**src/rtl/uart_msg_tx.sv**
```systemverilog
// UART message sender: serialises the first msg_len buffer bytes as 8N1 frames (8E1 parity bit when UART_MSG_PARITY_EN is defined), once or repeating.
// Latency: start sampled at edge N, start bit on the line from edge N+1; frames are back-to-back, done pulses the cycle after the last stop bit.
// Backpressure: none; start is ignored while a message is pending or in progress.
module uart_msg_tx #(
    parameter int BAUD_DIV = 5208,
    parameter int DEPTH    = 32,
    parameter int AW       = 5
) (
    input  logic          RST_clk,
    input  logic          RST_n,
    input  logic          wr_en,
    input  logic [AW-1:0] wr_addr,
    input  logic [7:0]    wr_data,
    input  logic [AW:0]   msg_len,
    input  logic          start,
    input  logic          repeat_en,
    output logic          uart_tx_data,
    output logic          uart_busy,
    output logic          done,
    output logic [AW-1:0] cur_idx
);

    localparam int            CW      = (BAUD_DIV > 2) ? $clog2(BAUD_DIV) : 1;
    localparam logic [CW-1:0] CNT_MAX = CW'(BAUD_DIV - 1);
    localparam logic [AW:0]   DEPTH_L = (AW + 1)'(DEPTH);

    typedef enum logic [2:0] {
        S_IDLE,
        S_START,
        S_DATA,
        S_PARITY,
        S_STOP
    } state_t;

    logic [7:0] mem_q [DEPTH];

    state_t        state_q,  state_d;
    logic [CW-1:0] cnt_q,    cnt_d;
    logic [2:0]    bit_q,    bit_d;
    logic [7:0]    shift_q,  shift_d;
    logic [AW:0]   len_q,    len_d;
    logic          launch_q, launch_d;
    logic [AW-1:0] idx_q,    idx_d;
    logic          tx_q,     tx_d;
    logic          busy_q,   busy_d;
    logic          done_q,   done_d;
`ifdef UART_MSG_PARITY_EN
    logic          par_q,    par_d;
`endif

    logic          baud_end;
    logic          last_byte;
    logic [AW-1:0] idx_nxt;

    // Buffer contents are deliberately not reset.
    always_ff @(posedge RST_clk) begin
        if (wr_en) begin
            mem_q[wr_addr] <= wr_data;
        end
    end

    assign baud_end  = (cnt_q == CNT_MAX);
    assign idx_nxt   = idx_q + AW'(1);
    assign last_byte = ((AW + 1)'(idx_q) + (AW + 1)'(1)) >= len_q;

    always_comb begin
        state_d  = state_q;
        bit_d    = bit_q;
        shift_d  = shift_q;
        len_d    = len_q;
        launch_d = 1'b0;
        idx_d    = idx_q;
        tx_d     = tx_q;
        busy_d   = busy_q;
        done_d   = 1'b0;
`ifdef UART_MSG_PARITY_EN
        par_d    = par_q;
`endif
        cnt_d    = (state_q == S_IDLE || baud_end) ? '0 : cnt_q + CW'(1);

        case (state_q)
            S_IDLE: begin
                // Length is latched one cycle ahead of the start bit so the first byte is read on the launch edge.
                if (launch_q) begin
                    if (len_q == '0) begin
                        done_d = 1'b1;
                    end else begin
                        state_d = S_START;
                        tx_d    = 1'b0;
                        busy_d  = 1'b1;
                        idx_d   = '0;
                        shift_d = mem_q[0];
`ifdef UART_MSG_PARITY_EN
                        par_d   = ^mem_q[0];
`endif
                    end
                end else if (start) begin
                    len_d    = (msg_len > DEPTH_L) ? DEPTH_L : msg_len;
                    launch_d = 1'b1;
                end
            end
            S_START: begin
                if (baud_end) begin
                    state_d = S_DATA;
                    tx_d    = shift_q[0];
                    bit_d   = '0;
                end
            end
            S_DATA: begin
                if (baud_end) begin
                    if (bit_q == 3'd7) begin
`ifdef UART_MSG_PARITY_EN
                        state_d = S_PARITY;
                        tx_d    = par_q;
`else
                        state_d = S_STOP;
                        tx_d    = 1'b1;
`endif
                    end else begin
                        bit_d   = bit_q + 3'd1;
                        shift_d = {1'b0, shift_q[7:1]};
                        tx_d    = shift_q[1];
                    end
                end
            end
`ifdef UART_MSG_PARITY_EN
            S_PARITY: begin
                if (baud_end) begin
                    state_d = S_STOP;
                    tx_d    = 1'b1;
                end
            end
`endif
            S_STOP: begin
                if (baud_end) begin
                    if (!last_byte) begin
                        state_d = S_START;
                        tx_d    = 1'b0;
                        idx_d   = idx_nxt;
                        shift_d = mem_q[idx_nxt];
`ifdef UART_MSG_PARITY_EN
                        par_d   = ^mem_q[idx_nxt];
`endif
                    end else begin
                        done_d = 1'b1;
                        if (repeat_en) begin
                            state_d = S_START;
                            tx_d    = 1'b0;
                            idx_d   = '0;
                            shift_d = mem_q[0];
`ifdef UART_MSG_PARITY_EN
                            par_d   = ^mem_q[0];
`endif
                        end else begin
                            state_d = S_IDLE;
                            busy_d  = 1'b0;
                        end
                    end
                end
            end
            default: begin
                state_d = S_IDLE;
                tx_d    = 1'b1;
                busy_d  = 1'b0;
            end
        endcase
    end

    always_ff @(posedge RST_clk or negedge RST_n) begin
        if (!RST_n) begin
            state_q  <= S_IDLE;
            cnt_q    <= '0;
            bit_q    <= '0;
            shift_q  <= '0;
            len_q    <= '0;
            launch_q <= 1'b0;
            idx_q    <= '0;
            tx_q     <= 1'b1;
            busy_q   <= 1'b0;
            done_q   <= 1'b0;
`ifdef UART_MSG_PARITY_EN
            par_q    <= 1'b0;
`endif
        end else begin
            state_q  <= state_d;
            cnt_q    <= cnt_d;
            bit_q    <= bit_d;
            shift_q  <= shift_d;
            len_q    <= len_d;
            launch_q <= launch_d;
            idx_q    <= idx_d;
            tx_q     <= tx_d;
            busy_q   <= busy_d;
            done_q   <= done_d;
`ifdef UART_MSG_PARITY_EN
            par_q    <= par_d;
`endif
        end
    end

    assign uart_tx_data = tx_q;
    assign uart_busy    = busy_q;
    assign done         = done_q;
    assign cur_idx      = idx_q;

endmodule

```
**config.mk**
```make
export PLATFORM = sky130hd
export DESIGN_NAME = uart_msg_tx
export DESIGN_NICKNAME = d
export VERILOG_FILES = /design/src/rtl/uart_msg_tx.sv
export SDC_FILE = /design/constraint.sdc
export NUM_CORES = 1
export LEC_CHECK = 0
export BUFFER_PORTS_ARGS = -buffer_cell sky130_fd_sc_hd__buf_4
export CORE_ASPECT_RATIO = 1.2
export CORE_MARGIN = 5
export CORE_UTILIZATION = 62
export CTS_CLUSTER_DIAMETER = 100
export DETAILED_ROUTE_END_ITERATION = 6
export PLACE_DENSITY = 0.83
export SYNTH_ARGS = -nofsm -noshare
export SYNTH_HDL_FRONTEND = slang
export SYNTH_SLANG_ARGS = --single-unit
```
**constraint.sdc**
```tcl
create_clock -name RST_clk -period 3.9 [get_ports RST_clk]
set_input_delay 0.975 -clock RST_clk [delete_from_list [all_inputs] [get_ports RST_clk]]
set_output_delay 0.975 -clock RST_clk [all_outputs]
set_load 0.01 [all_outputs]
```
; Word-level counts from Yosys, hierarchy flattened
; Memory sizes are Yosys's and may differ from the RTL's.
; Cells that the tools add are included.
[totals]
ff_bits = 42
ram_bits = 256
memories = 1
[memory_table]
columns = memory, depth, word_bits, rd, rd_ports_with_merged_regs, write_ports, line
row1 = mem_q, 32, 8, 2, 0, 1, 35  ; logic [7:0] mem_q [DEPTH];
[op_classes]
addsub = 4
magnitude_cmp = 2
n_eq_ne = 15
muxes = 54
bitwise_logic = 2
reduce_logical = 14
[ops]
columns = cell, count
row1 = two-way mux 8 bit, 7
row2 = two-way mux 3 bit, 9
row3 = two-way mux 5 bit, 5
row4 = two-way mux 1 bit, 24
row5 = case mux 8 bit (3 select lines), 1
row6 = != test 2 bit (second input constant), 9
row7 = AND reduction 6 bit, 3
row8 = adder 13 x 1 -> 13 bit (second input constant), 1
row9 = == test 13 bit (second input constant), 1
row10 = two-way mux 13 bit, 1
row11 = case mux 3 bit (4 select lines), 1
row12 = case mux 5 bit (2 select lines), 1
row13 = AND reduction 7 bit, 1
row14 = adder 5 x 1 -> 6 bit (second input constant), 1
row15 = == test 3 bit (second input constant), 2
row16 = greater-or-equal comparator 6 bit, 1
row17 = greater-than comparator 6 bit (second input constant), 1
row18 = logical NOT 6 bit, 1
row19 = two-way mux 6 bit, 1
row20 = case mux 3 bit (2 select lines), 1
row21 = adder 5 x 1 -> 5 bit (second input constant), 1
row22 = AND reduction 5 bit, 1
row23 = case mux 1 bit (4 select lines), 1
row24 = AND reduction 4 bit, 1
row25 = other kinds (13), 15

; Depth between registers and ports, before layout
; Gate-level depths: netlist of run 1.
[depth]
depth_word = 5
ltp_mapped = 13
ltp_nobuf = 10

; Worst setup path after synthesis of run 1
; OpenSTA, ideal clock, no wires.
[synth_path]
path_type = register -> register
from = reg idx_q[0] (netlist: cur_idx[0])
to = reg shift_q[7]
arrival_time_ns = 3.042
required_time_ns = 3.779
setup_slack_ns = 0.737
stages_incl_launch_ff = 14
period_less_slack_ns = 3.163
cell_sequence = dfrtp_1 -> buf_6 -> buf_6 -> and3_1 -> xnor2_2 -> inv_1 -> ha_1 -> a211o_1 -> a21oi_1 -> o21ai_0 -> clkbuf_1 -> a21boi_1 -> o21ai_0 -> o22a_1
[synth_between]
elab_chain_cells = 5
elab_cells_between_ends = 9
cone_classes = add/sub (2) / order compare (1) / eq/ne (1) / mux (3) / reduce/logical (1) / memory (1)
[synth_rtl]
columns = element, line
row1 = "start, declared", 43  ; logic [AW-1:0] idx_q, idx_d;
row2 = "start signal, assigned", 191  ; idx_q <= idx_d;
row3 = adder 5 x 1 -> 5 bit or adder 5 x 1 -> 6 bit (tied branches), "63, 64"
row4 = memory (32 x 8 bit) or greater-or-equal comparator 6 bit (tied branches), -
row5 = two-way mux 8 bit, 136  ; if (!last_byte) begin
row6 = two-way mux 8 bit, 135  ; if (baud_end) begin
row7 = case mux 8 bit (3 select lines), 81  ; case (state_q)
row8 = "end signal, assigned", 188  ; shift_q <= shift_d;
row9 = "end, declared", 40  ; logic [7:0] shift_q, shift_d;
; Several ways; a longest one is shown, not always the timed one. The select of a mux whose other input is x is not followed.
; A chain may end at the register's enable or synchronous reset.

; Final worst setup path of run 1
[layout_path]
from = reg idx_q[1] (netlist: cur_idx[1])
to = reg idx_q[3] (netlist: cur_idx[3])
[layout_between]
elab_chain_cells = 5
elab_cells_between_ends = 8
cone_classes = add/sub (2) / order compare (1) / eq/ne (1) / mux (3) / reduce/logical (1)
[layout_rtl]
columns = element, line
row1 = adder 5 x 1 -> 6 bit, 64  ; assign last_byte = ((AW + 1)'(idx_q) + (AW + 1)'(1)) >= len_q;
row2 = greater-or-equal comparator 6 bit, 64
row3 = two-way mux 5 bit, 136
row4 = two-way mux 5 bit, 135
row5 = case mux 5 bit (2 select lines), 81
; Several ways; a longest one is shown, not always the timed one. The select of a mux whose other input is x is not followed.

==> results of run 1 <==
==> state kept, by name, indices dropped and copies added, names as in the netlist <==
signal,flops
bit_q,3
cur_idx,5
uart_tx_data,1
done,1
mem_q,256
shift_q,8
len_q,6
launch_q,1
uart_busy,1
cnt_q,13
state_q,3
==> layer usage <==
metal | track usage [%] | part of all wire, % | vias to the layer above
met1 | 32.14 | 38 | 3570
li1 | - | - | 3014
met3 | 3.658 | 6.8 | 73
met5 | 0 | 0 | -
met4 | 8.428 | 4.1 | 0
met2 | 38.94 | 51 | 332
==> placed cells by master, fill, tap and decap left out, types with 19 or more instances in the layout <==
| master | count |
|---|---|
| nor2_1 | 66 |
| edfxtp_1 | 256 |
| clkbuf_16 | 29 |
| inv_1 | 23 |
| nand2_1 | 20 |
| mux4_2 | 64 |
| buf_4 | 36 |
| a21oi_1 | 33 |
| nor2b_1 | 19 |
| dfrtp_1 | 40 |
==> power by group through the flow <==
stage	logic, mW	clock network, mW	registers, mW
2_1_floorplan	0.0318	0	3.57
3_3_place_gp	0.111	0	3.57
3_5_place_dp	0.120	0	3.57
4_1_cts	0.121	2.77	3.51
5_1_grt	0.130	2.91	3.51
6_report	0.119	2.74	3.51
==> worst min-delay path by stage <==
stage	endpoint	cells after the start
final	cur_idx[1]	1
after global routing	shift_q[7]	1
after CTS	shift_q[7]	1
after detailed placement	cnt_q[0]	1
after global placement	cnt_q[0]	1
after floorplan	cnt_q[0]	1
==> synthesized netlist by cell type, types with 2 or more instances <==
cell	count
a2111oi_1	7
a211oi_1	7
a21oi_1	33
a221oi_1	14
a22oi_1	2
a31oi_1	2
and2_1	2
and3_1	7
and3b_1	2
buf_2	16
buf_4	4
buf_6	5
clkbuf_1	11
dfrtp_1	41
edfxtp_1	256
ha_1	10
inv_1	23
mux2_2	8
mux2i_1	8
mux4_2	64
nand2_1	20
nand2b_1	4
nand3_1	14
nand3b_1	10
nand4_1	2
nor2_1	66
nor2b_1	19
nor3_1	7
nor4_1	10
o21a_1	3
o21ai_0	14
o21ai_1	7
o31ai_1	3
or3_1	3
or3b_2	2
xnor2_1	4
xnor2_2	3
xor2_1	9
==> cell families after synthesis <==
group | count (synthesis) | share of synthesized area [%]
compound gates | 107 | 5.937
simple gates | 174 | 7.161
fa+ha+maj | 10 | 0.9945
mux | 80 | 12.81
xor+xnor | 16 | 1.293
buf+inv | 59 | 2.337
flops | 298 | 69.47
==> area by class of cell <==
cell class                 count  area [µm²]
clock buffer                  38       789.5
inverter                      23       86.33
sequential                   298        8743
clock inverter                13       138.9
multi-input combinational    387        3561
fill                        1244        6171
timing repair buffer          37       290.3
tap                          265       331.6
==> worst max-delay path: cells and delay by family (launching register included) <==
family                     cells  cell delay, ns
adders and majority gates      2            0.72
DFF                            1            0.46
and+or+nand+nor                1            0.16
xor gates and xnor gates       1            0.52
AOI/OAI and AO/OA              5            1.27
muxes                          1            0.27
==> through the flow <==
| stage | instances | utilization (%) | instance area (µm²) | hold WS (ns) | total power [mW] |
|---|---|---|---|---|---|
| 4_1_cts | 1061 | 69.32 | 13940 | 0.4192 | 6.397 |
| 3_3_place_gp | 1010 | 64.70 | 13010 | 0.4720 | 3.679 |
| 2_1_floorplan | 744 | - | 12580 | 0.4553 | 3.600 |
| 5_1_grt | 1061 | 69.32 | 13940 | 0.4576 | 6.550 |
| 6_report | 1061 | 69.32 | 13940 | 0.4192 | 6.361 |
| 3_5_place_dp | 1010 | 64.70 | 13010 | 0.5022 | 3.691 |
==> results.tsv, run 1 <==
stage	metric	value	unit
worst_setup_path	path_cells	ha_2 -> nand3_1 -> xnor2_2 -> ha_1 -> o21a_1 -> a21oi_1 -> o21a_1 -> o21ai_2 -> a2111oi_4 -> mux2i_1	
timing	rsz0062_at_grt	false	
synth	synth_cells	744	
drt	drc	0	
worst_setup_path	worst-path-max-fanout	10	
place	numPortBuffers	31	
worst_setup_path	worstRegToRegCells	10	
drt	vias	6989	
worst_setup_path	critPathCaptureType	flip-flop	
drt	viasPerCell	6.587	
synth	ys.flop_type	edfxtp_1	
final_layout	layout-drive-gt1-share	20.73	%
clock_tree	cts_root_buffer	clkbuf_16	
grt	grt_pass1_wl	42410	µm
power	power.switching	1.222	mW
synth	syn_area_per_cell	16.91	µm²
floorplan	start_util	62.55	%
floorplan	pin_count	32	
power	power_frac_comb	1.9	%
timing	tightest_slew	1.050	ns
clock_tree	clk_latency	0.55	ns
clock_tree	cts.htree.levels	1	
power	leakagePower	4.763	nW
clock_tree	cts_buffer_depth	3	
timing	setup_ws	0.3947	ns
synth	synth_top_area_share	61.10	%
clock_tree	cts_resized	0	
floorplan	die_x	140.0	µm
place	dp_hpwl	16600	µm
power	power-per-cell-area	456.3	nW/µm²
drt	first_pass_iters	5	
synth	synth_edf_count	256	
worst_setup_path	r2r-start	cur_idx[1]	
status	status	completed	
worst_setup_path	slowest_stage	a2111oi_4	
timing	hold_viol_final	0	
drt	drt_iter0_drc	769	
timing	tns	0	ns
timing	fin_crit_sh	89.88	%
timing	slew_violations	0	
drt	drtAntennaViolNets	0	
timing	min_period	3.505	ns
place	place.gp.congestion	0.8506	
timing	clock-skew-final	0.03030	ns
synth	synth_largest_area_cell	edfxtp_1	
synth	synth_area_leaders	edfxtp_1, mux4_2, dfrtp_1	
final_layout	area_growth	10.81	%
worst_setup_path	cp-startpoint	cur_idx[1]	
clock_tree	cts-buffers-inserted	29	
timing	clock.fmax	0.2853	GHz
drt	wl_per_cell	25.51	µm
synth	yosysWarnings	0	
floorplan	die-area	23250	µm²
synth	syn_nets	778	
synth	async_flop_share	14.09	%
drt	drt_wl_total	27070	µm
worst_setup_path	crit_required	4.34	ns
timing	max_slew_margin	29.47	%
synth	seq_area_frac_synth	69.47	%
clock_tree	cts_tree	done	
power	seqPwrFrac	55.1	%
clock_tree	path_clk_slew	0.07	ns
grt	antenna_found_initial	0	
power	p_clk_share	43.0	%
worst_setup_path	critical_path_class	flip-flop to flip-flop	
power	max-vdd-ir-drop	0.3790	mV
synth	syn_area	12580	µm²
floorplan	core_area	20110	µm²
worst_setup_path	r2r_slack	0.39	ns
clock_tree	cts_hold_buf	0	
floorplan	rows	57	
worst_setup_path	cpPeakStageDelay	0.62	ns
grt	gr-usage-all-layers	23.48	%
worst_setup_path	arrival	3.95	ns
worst_hold_path	hold_path.class	primary input to asynchronous set/reset pin	
power	p_int	5.139	mW
clock_tree	cts_setup_buffers	0	
synth	yosys_register_bits	298	
clock_tree	clkSinkCount	298	
grt	grt_max_degree	65	
worst_setup_path	critPathLaunchType	flip-flop	
worst_setup_path	crit_top_cell	o21a_1	
job	max_cap_violations	0	
timing	setup_viol	0	
worst_setup_path	worstSetupEndpoint	cur_idx[3]	
grt	grt_pass1_vias	7219	
grt	grt_overflow_total	0	
place	dp_slack	0.5037	ns
worst_setup_path	r2r-end	cur_idx[3]	
power	switching_share	19.22	%
final_layout	antennaDiodeCount	0	
synth	synthDistinctLibCells	60	
floorplan	die_h	166.0	µm
final_layout	nNetsFinal	810	
Note: power is estimated with default switching activity, not from simulation.
==> run 2: changes to the inputs <==
--- a/config.mk
+++ b/config.mk
@@ -10,6 +10,7 @@
 export CORE_MARGIN = 5
 export CORE_UTILIZATION = 62
 export CTS_CLUSTER_DIAMETER = 100
+export CTS_CLUSTER_SIZE = 10
 export DETAILED_ROUTE_END_ITERATION = 6
 export PLACE_DENSITY = 0.83
 export SYNTH_ARGS = -nofsm -noshare
==> constraint.sdc (replaced) <==
create_clock -name RST_clk -period 3.9 [get_ports RST_clk]
set_input_delay 0 -clock RST_clk [delete_from_list [all_inputs] [get_ports RST_clk]]
set_output_delay 0 -clock RST_clk [all_outputs]
set_load 0.01 [all_outputs]
==> run 2 against run 1 <==
  * Worst hold slack got worse by 0.40 ns
  * Global-route usage grew 0.73 points
  * Count of clock-buffer cells in the layout grew 6
  * Critical path type unchanged
  * Highest routed layer unchanged
==> results.tsv, run 2 (synthesized netlist as in run 1, its figures left out) <==
stage	metric	value	unit	change
place	dp_hpwl	16600	µm	unchanged
drt	wl_per_cell	25.71	µm	was 25.51 µm
worst_setup_path	critPathCaptureType	flip-flop		unchanged
floorplan	die_h	166.0	µm	unchanged
drt	drc	0		unchanged
floorplan	core_area	20110	µm²	unchanged
clock_tree	clkSinkCount	298		unchanged
floorplan	die_x	140.0	µm	unchanged
drt	drtAntennaViolNets	0		unchanged
final_layout	antennaDiodeCount	0		unchanged
final_layout	largest-register	mem_q		unchanged
timing	tightest_slew	1.044	ns	was 1.050 ns
grt	antenna_found_initial	0		unchanged
timing	clock.fmax	0.2883	GHz	was 0.2853 GHz
drt	drt_iter0_drc	822		was 769
final_layout	nNetsFinal	833		was 810
power	fin_total_pwr	6.429	mW	was 6.361 mW
drt	viasPerCell	6.545		was 6.587
final_layout	top_regs	mem_q (256), cnt_q (13), shift_q (8)		unchanged
worst_setup_path	r2r-start	cur_idx[1]		unchanged
worst_setup_path	critical_path_class	flip-flop to flip-flop		unchanged
timing	rsz0062_at_grt	false		unchanged
worst_setup_path	crit_buf_inv	0		unchanged
final_layout	layout-drive-gt1-share	20.02	%	was 20.73%
power	leakagePower	4.846	nW	was 4.763 nW
worst_setup_path	worst-path-max-fanout	10		unchanged
worst_setup_path	crit_family	compound AO/OA/AOI/OAI gates		unchanged
worst_setup_path	crit_required	4.32	ns	was 4.34 ns
grt	grt_max_degree	65		unchanged
status	status	completed		unchanged
worst_setup_path	slowest_stage	a2111oi_4		unchanged
grt	grt_pass1_wl	43260	µm	was 42410 µm
worst_setup_path	critPathLaunchType	flip-flop		unchanged
timing	max_slew_margin	29.84	%	was 29.47%
power	power-per-cell-area	455.0	nW/µm²	was 456.3 nW/µm²
clock_tree	cts-buffers-inserted	35		was 29
timing	setup_viol	0		unchanged
timing	tns	0	ns	unchanged
final_layout	area_growth	12.30	%	was 10.81%
floorplan	start_util	62.55	%	unchanged
worst_setup_path	cpPeakStageDelay	0.61	ns	was 0.62 ns
drt	vias	7029		was 6989
clock_tree	cts_tree	done		unchanged
timing	clock-skew-final	0.01744	ns	was 0.03030 ns
grt	grt_overflow_total	0		unchanged
drt	first_pass_iters	5		unchanged
job	max_cap_violations	0		unchanged
worst_setup_path	path_cells	ha_2 -> nand3_1 -> xnor2_2 -> ha_1 -> o21a_1 -> a21oi_1 -> o21a_1 -> o21ai_2 -> a2111oi_4 -> mux2i_1		unchanged
worst_setup_path	arrival	3.89	ns	was 3.95 ns
grt	grt_pass1_vias	7358		was 7219
worst_hold_path	hold_path.class	primary input to asynchronous set/reset pin		unchanged
timing	whs	0.01696	ns	was 0.4192 ns
clock_tree	cts_setup_buffers	0		unchanged
timing	slew_violations	0		unchanged
drt	drt_wl_total	27620	µm	was 27070 µm
timing	min_period	3.468	ns	was 3.505 ns
power	max-vdd-ir-drop	0.3631	mV	was 0.3790 mV
clock_tree	cts_root_buffer	clkbuf_16		unchanged
floorplan	rows	57		unchanged
worst_setup_path	crit_top_cell	o21a_1		unchanged
final_layout	layout_commonest_cell	edfxtp_1		unchanged
clock_tree	path_clk_slew	0.06	ns	was 0.07 ns
clock_tree	cts_buffer_depth	3		unchanged
place	numPortBuffers	31		unchanged
place	place.gp.congestion	0.8506		unchanged
final_layout	final_cell_mix	edfxtp_1, nor2_1, mux4_2		unchanged
timing	fin_crit_sh	88.92	%	was 89.88%
floorplan	pin_count	32		unchanged
floorplan	die-area	23250	µm²	unchanged
clock_tree	clk_latency	0.51	ns	was 0.55 ns
worst_setup_path	cp-startpoint	cur_idx[1]		unchanged
grt	gr-usage-all-layers	24.21	%	was 23.48%
clock_tree	cts.htree.levels	2		was 1
final_layout	largest_reg_flops	256		unchanged
timing	hold_viol_final	0		unchanged
run 2: cell types whose count changed in the layout (fill, tap and decap cells not counted), sizes merged:
cell	delta
bufinv	-3
clkbuf	+6
clkinv	-5
clkinvlp	-2
dlygate4sd3	+17
run 2: layout make-up:
class | count | area (µm²)
Clock inverter | 3 | 36.28
Fill cell | 1233 | 5983
Inverter | 23 | 86.33
Timing Repair Buffer | 54 | 460.4
Tap cell | 265 | 331.6
Sequential cell | 298 | 8743
Clock buffer | 44 | 909.6
Multi-Input combinational cell | 387 | 3561
run 2: timing repair:
item / CTS / global route
endpoints found under the hold margin: 305 / 0
hold buffers: 17 / 0
gates resized for setup: 0 / 0
run 2: report_power, final:
part	internal (mW)	total [mW]	switching (mW)	leakage, nW
combinational	0.0431	0.133	0.0898	1.58
clock	1.63	2.79	1.16	0.457
sequential	3.50	3.51	0.00921	2.81
total	5.17	6.43	1.26	4.85
run 2: stage by stage:
step | std cells | setup WS [ns] | instance area (µm²) | util (%)
2_1_floorplan | 744 | 0.7366 | 12580 | -
4_1_cts | 1074 | 0.4840 | 14130 | 70.25
3_5_place_dp | 1010 | 0.5037 | 13010 | 64.70
3_3_place_gp | 1010 | 0.6203 | 13010 | 64.70
6_report | 1074 | 0.4320 | 14130 | 70.25
5_1_grt | 1074 | 0.2522 | 14130 | 70.25
run 2: worst paths after layout:
path	endpoint	slack, ns	cells past startpoint
worst max-delay path	cur_idx[3]	0.43	10
worst min-delay path	cur_idx[3]	0.02	2
worst max register to register	cur_idx[3]	0.43	10
worst min register to register	cnt_q[0]	0.52	1
max in group asynchronous	cur_idx[0]	3.46	2
min in group RST_clk	uart_busy	0.02	4
run 2: routing by layer:
metal	GRT usage [%]	vias up	wire length [µm]
met3	4.234	59	2047
met2	40.57	348	14240
met4	7.754	0	874
met5	0	-	0
li1	-	3059	-
met1	32.83	3563	10460
run 2: worst reg2reg max path: stages (launching register included):
cell,delay (ns)
dfrtp_1,0.45
ha_2,0.36
nand3_1,0.16
xnor2_2,0.52
ha_1,0.36
o21a_1,0.17
a21oi_1,0.19
o21a_1,0.23
o21ai_2,0.09
a2111oi_4,0.61
mux2i_1,0.27
==> run 3: changes to the inputs <==
--- a/config.mk
+++ b/config.mk
@@ -8,11 +8,11 @@
 export BUFFER_PORTS_ARGS = -buffer_cell sky130_fd_sc_hd__buf_4
 export CORE_ASPECT_RATIO = 1.2
 export CORE_MARGIN = 5
-export CORE_UTILIZATION = 62
+export CORE_UTILIZATION = 30
 export CTS_CLUSTER_DIAMETER = 100
 export CTS_CLUSTER_SIZE = 10
 export DETAILED_ROUTE_END_ITERATION = 6
-export PLACE_DENSITY = 0.83
+export PLACE_DENSITY = 0.48
 export SYNTH_ARGS = -nofsm -noshare
 export SYNTH_HDL_FRONTEND = slang
 export SYNTH_SLANG_ARGS = --single-unit
==> run 3 against run 2 <==
  * Sequential power barely moved
  * Critical endpoint unchanged
  * Largest power group unchanged
  * Total power fell by 0.37%
  * Highest routed layer unchanged
  * Count of clock-buffer cells in the layout fell by 5
  * Wire length rose by 4.3%
  * Core utilization fell by 35 points
  * Critical path type unchanged
==> results.tsv, run 3 (synthesized netlist as in run 1, its figures left out) <==
stage	metric	value	unit	change
timing	hold_viol_final	0		unchanged
final_layout	final_cell_area	14500	µm²	was 14130 µm²
worst_setup_path	critical_path_class	flip-flop to flip-flop		unchanged
job	max_cap_violations	0		unchanged
final_layout	largest-register	mem_q		unchanged
timing	whs	0.02635	ns	was 0.01696 ns
floorplan	die_h	234.3	µm	was 166.0 µm
final_layout	layout-drive-gt1-share	20.22	%	was 20.02%
timing	min_period	3.399	ns	was 3.468 ns
final_layout	final_cell_mix	edfxtp_1, nor2_1, mux4_2		unchanged
timing	setup_viol	0		unchanged
clock_tree	cts_tree	done		unchanged
place	dp.cells	1293		was 1010
final_layout	nFillCells	4003		was 1233
place	dp_hpwl	18060	µm	was 16600 µm
final_layout	layoutNonFillerInstCount	1352		was 1074
clock_tree	cts-buffers-inserted	35		unchanged
power	power-per-cell-area	441.8	nW/µm²	was 455.0 nW/µm²
worst_setup_path	worst-path-max-fanout	10		unchanged
drt	drt_iter0_drc	502		was 822
timing	max_slew_margin	35.61	%	was 29.84%
grt	grt_pass1_vias	7058		was 7358
timing	rsz0062_at_grt	false		unchanged
worst_setup_path	critPathLaunchType	flip-flop		unchanged
timing	fin_crit_sh	87.16	%	was 88.92%
drt	drc	0		unchanged
drt	wl_per_cell	21.30	µm	was 25.71 µm
final_layout	ff_latch_area	8743	µm²	unchanged
final_layout	nNetsFinal	836		was 833
floorplan	pin_count	32		unchanged
final_layout	antennaDiodeCount	0		unchanged
power	leakagePower	4.858	nW	was 4.846 nW
floorplan	die-area	46150	µm²	was 23250 µm²
grt	antenna_found_initial	0		unchanged
drt	first_pass_iters	5		unchanged
worst_setup_path	arrival	3.83	ns	was 3.89 ns
final_layout	largest_reg_flops	256		unchanged
status	status	completed		unchanged
final_layout	fin_util	34.80	%	was 70.25%
power	max-vdd-ir-drop	0.2605	mV	was 0.3631 mV
floorplan	start_util	30.20	%	was 62.55%
timing	slew_violations	0		unchanged
final_layout	top_regs	mem_q (256), cnt_q (13), shift_q (8)		unchanged
floorplan	core_area	41660	µm²	was 20110 µm²
place	numPortBuffers	31		unchanged
clock_tree	cts_root_buffer	clkbuf_16		unchanged
grt	grt_max_degree	66		was 65
clock_tree	path_clk_slew	0.06	ns	about the same
clock_tree	cts.htree.levels	2		unchanged
grt	grt_pass1_wl	44350	µm	was 43260 µm
final_layout	multiInputGateArea	3571	µm²	was 3561 µm²
worst_setup_path	crit_required	4.33	ns	was 4.32 ns
final_layout	layout_commonest_cell	edfxtp_1		unchanged
place	placed_area	13410	µm²	was 13010 µm²
drt	drtAntennaViolNets	0		unchanged
clock_tree	cts_resized	0		unchanged
grt	gr-usage-all-layers	12.60	%	was 24.21%
final_layout	area_growth	15.24	%	was 12.30%
floorplan	rows	82		was 57
drt	vias	6695		was 7029
timing	clock-skew-final	0.008983	ns	was 0.01744 ns
place	place.gp.congestion	0.7728		was 0.8506
clock_tree	clk_latency	0.51	ns	about the same
drt	drt_wl_total	28800	µm	was 27620 µm
floorplan	die_x	196.9	µm	was 140.0 µm
clock_tree	cts_buffer_depth	3		unchanged
timing	tightest_slew	0.9577	ns	was 1.044 ns
worst_hold_path	hold_path.class	primary input to asynchronous set/reset pin		unchanged
timing	tns	0	ns	unchanged
clock_tree	clkSinkCount	298		unchanged
drt	viasPerCell	4.952		was 6.545
grt	grt_overflow_total	0		unchanged
worst_setup_path	critPathCaptureType	flip-flop		unchanged
timing	clock.fmax	0.2942	GHz	was 0.2883 GHz
[run 3: repair_timing]
action,CTS,global route
setup buffers,0,0
hold endpoints to repair,306,0
hold buffers,18,0
[run 3: cell type report]
cell class	count	area share, %
Clock buffer	39	6.145
Clock inverter	2	0.08630
Inverter	23	0.5955
Multi-Input combinational cell	387	24.63
Sequential cell	298	60.31
Tap cell	546	4.712
Timing Repair Buffer	57	3.521
[run 3: worst paths after layout]
kind / start / to / slack (ns) / cells past startpoint
max: cur_idx[2] / cur_idx[3] / 0.50 / 10
min: RST_n / len_q[4] / 0.03 / 2
max reg2reg: cur_idx[2] / cur_idx[3] / 0.50 / 10
min reg2reg: cnt_q[0] / cnt_q[0] / 0.49 / 1
max in group asynchronous: RST_n / cur_idx[0] / 3.43 / 2
min in group RST_clk: wr_addr[2] / mem_q[5][3] / 0.16 / 3
[run 3: where the power goes]
group | total [mW] | switching (mW) | internal [mW]
Combinational | 0.135 | 0.0914 | 0.0438
Clock | 2.76 | 1.17 | 1.60
Sequential | 3.51 | 0.00691 | 3.50
[run 3: stage by stage]
stage / setup WS (ns) / power [mW]
final: 0.5009 / 6.405
after global routing: 0.1125 / 6.625
after CTS: 0.4602 / 6.487
after detailed placement: 0.4684 / 3.697
after global placement: 0.5602 / 3.694
after floorplan: 0.7366 / 3.600
[run 3: critical path, stage by stage (launching register included)]
cell and delay [ns]:
dfrtp_1 0.52, and3_1 0.30, xnor2_2 0.39, inv_1 0.13
ha_1 0.31, a211o_1 0.26, a21oi_1 0.20, o21a_1 0.22
o21ai_2 0.08, a2111oi_4 0.65, mux2i_1 0.25
[run 3: layer usage]
| layer | global-route usage (%) | vias up | share of wire (%) |
|---|---|---|---|
| li1 | - | 3047 | - |
| met1 | 16.98 | 3492 | 44 |
| met2 | 21.08 | 121 | 49 |
| met3 | 2.285 | 35 | 4.3 |
| met4 | 3.446 | 0 | 2.0 |
| met5 | 0 | - | 0 |
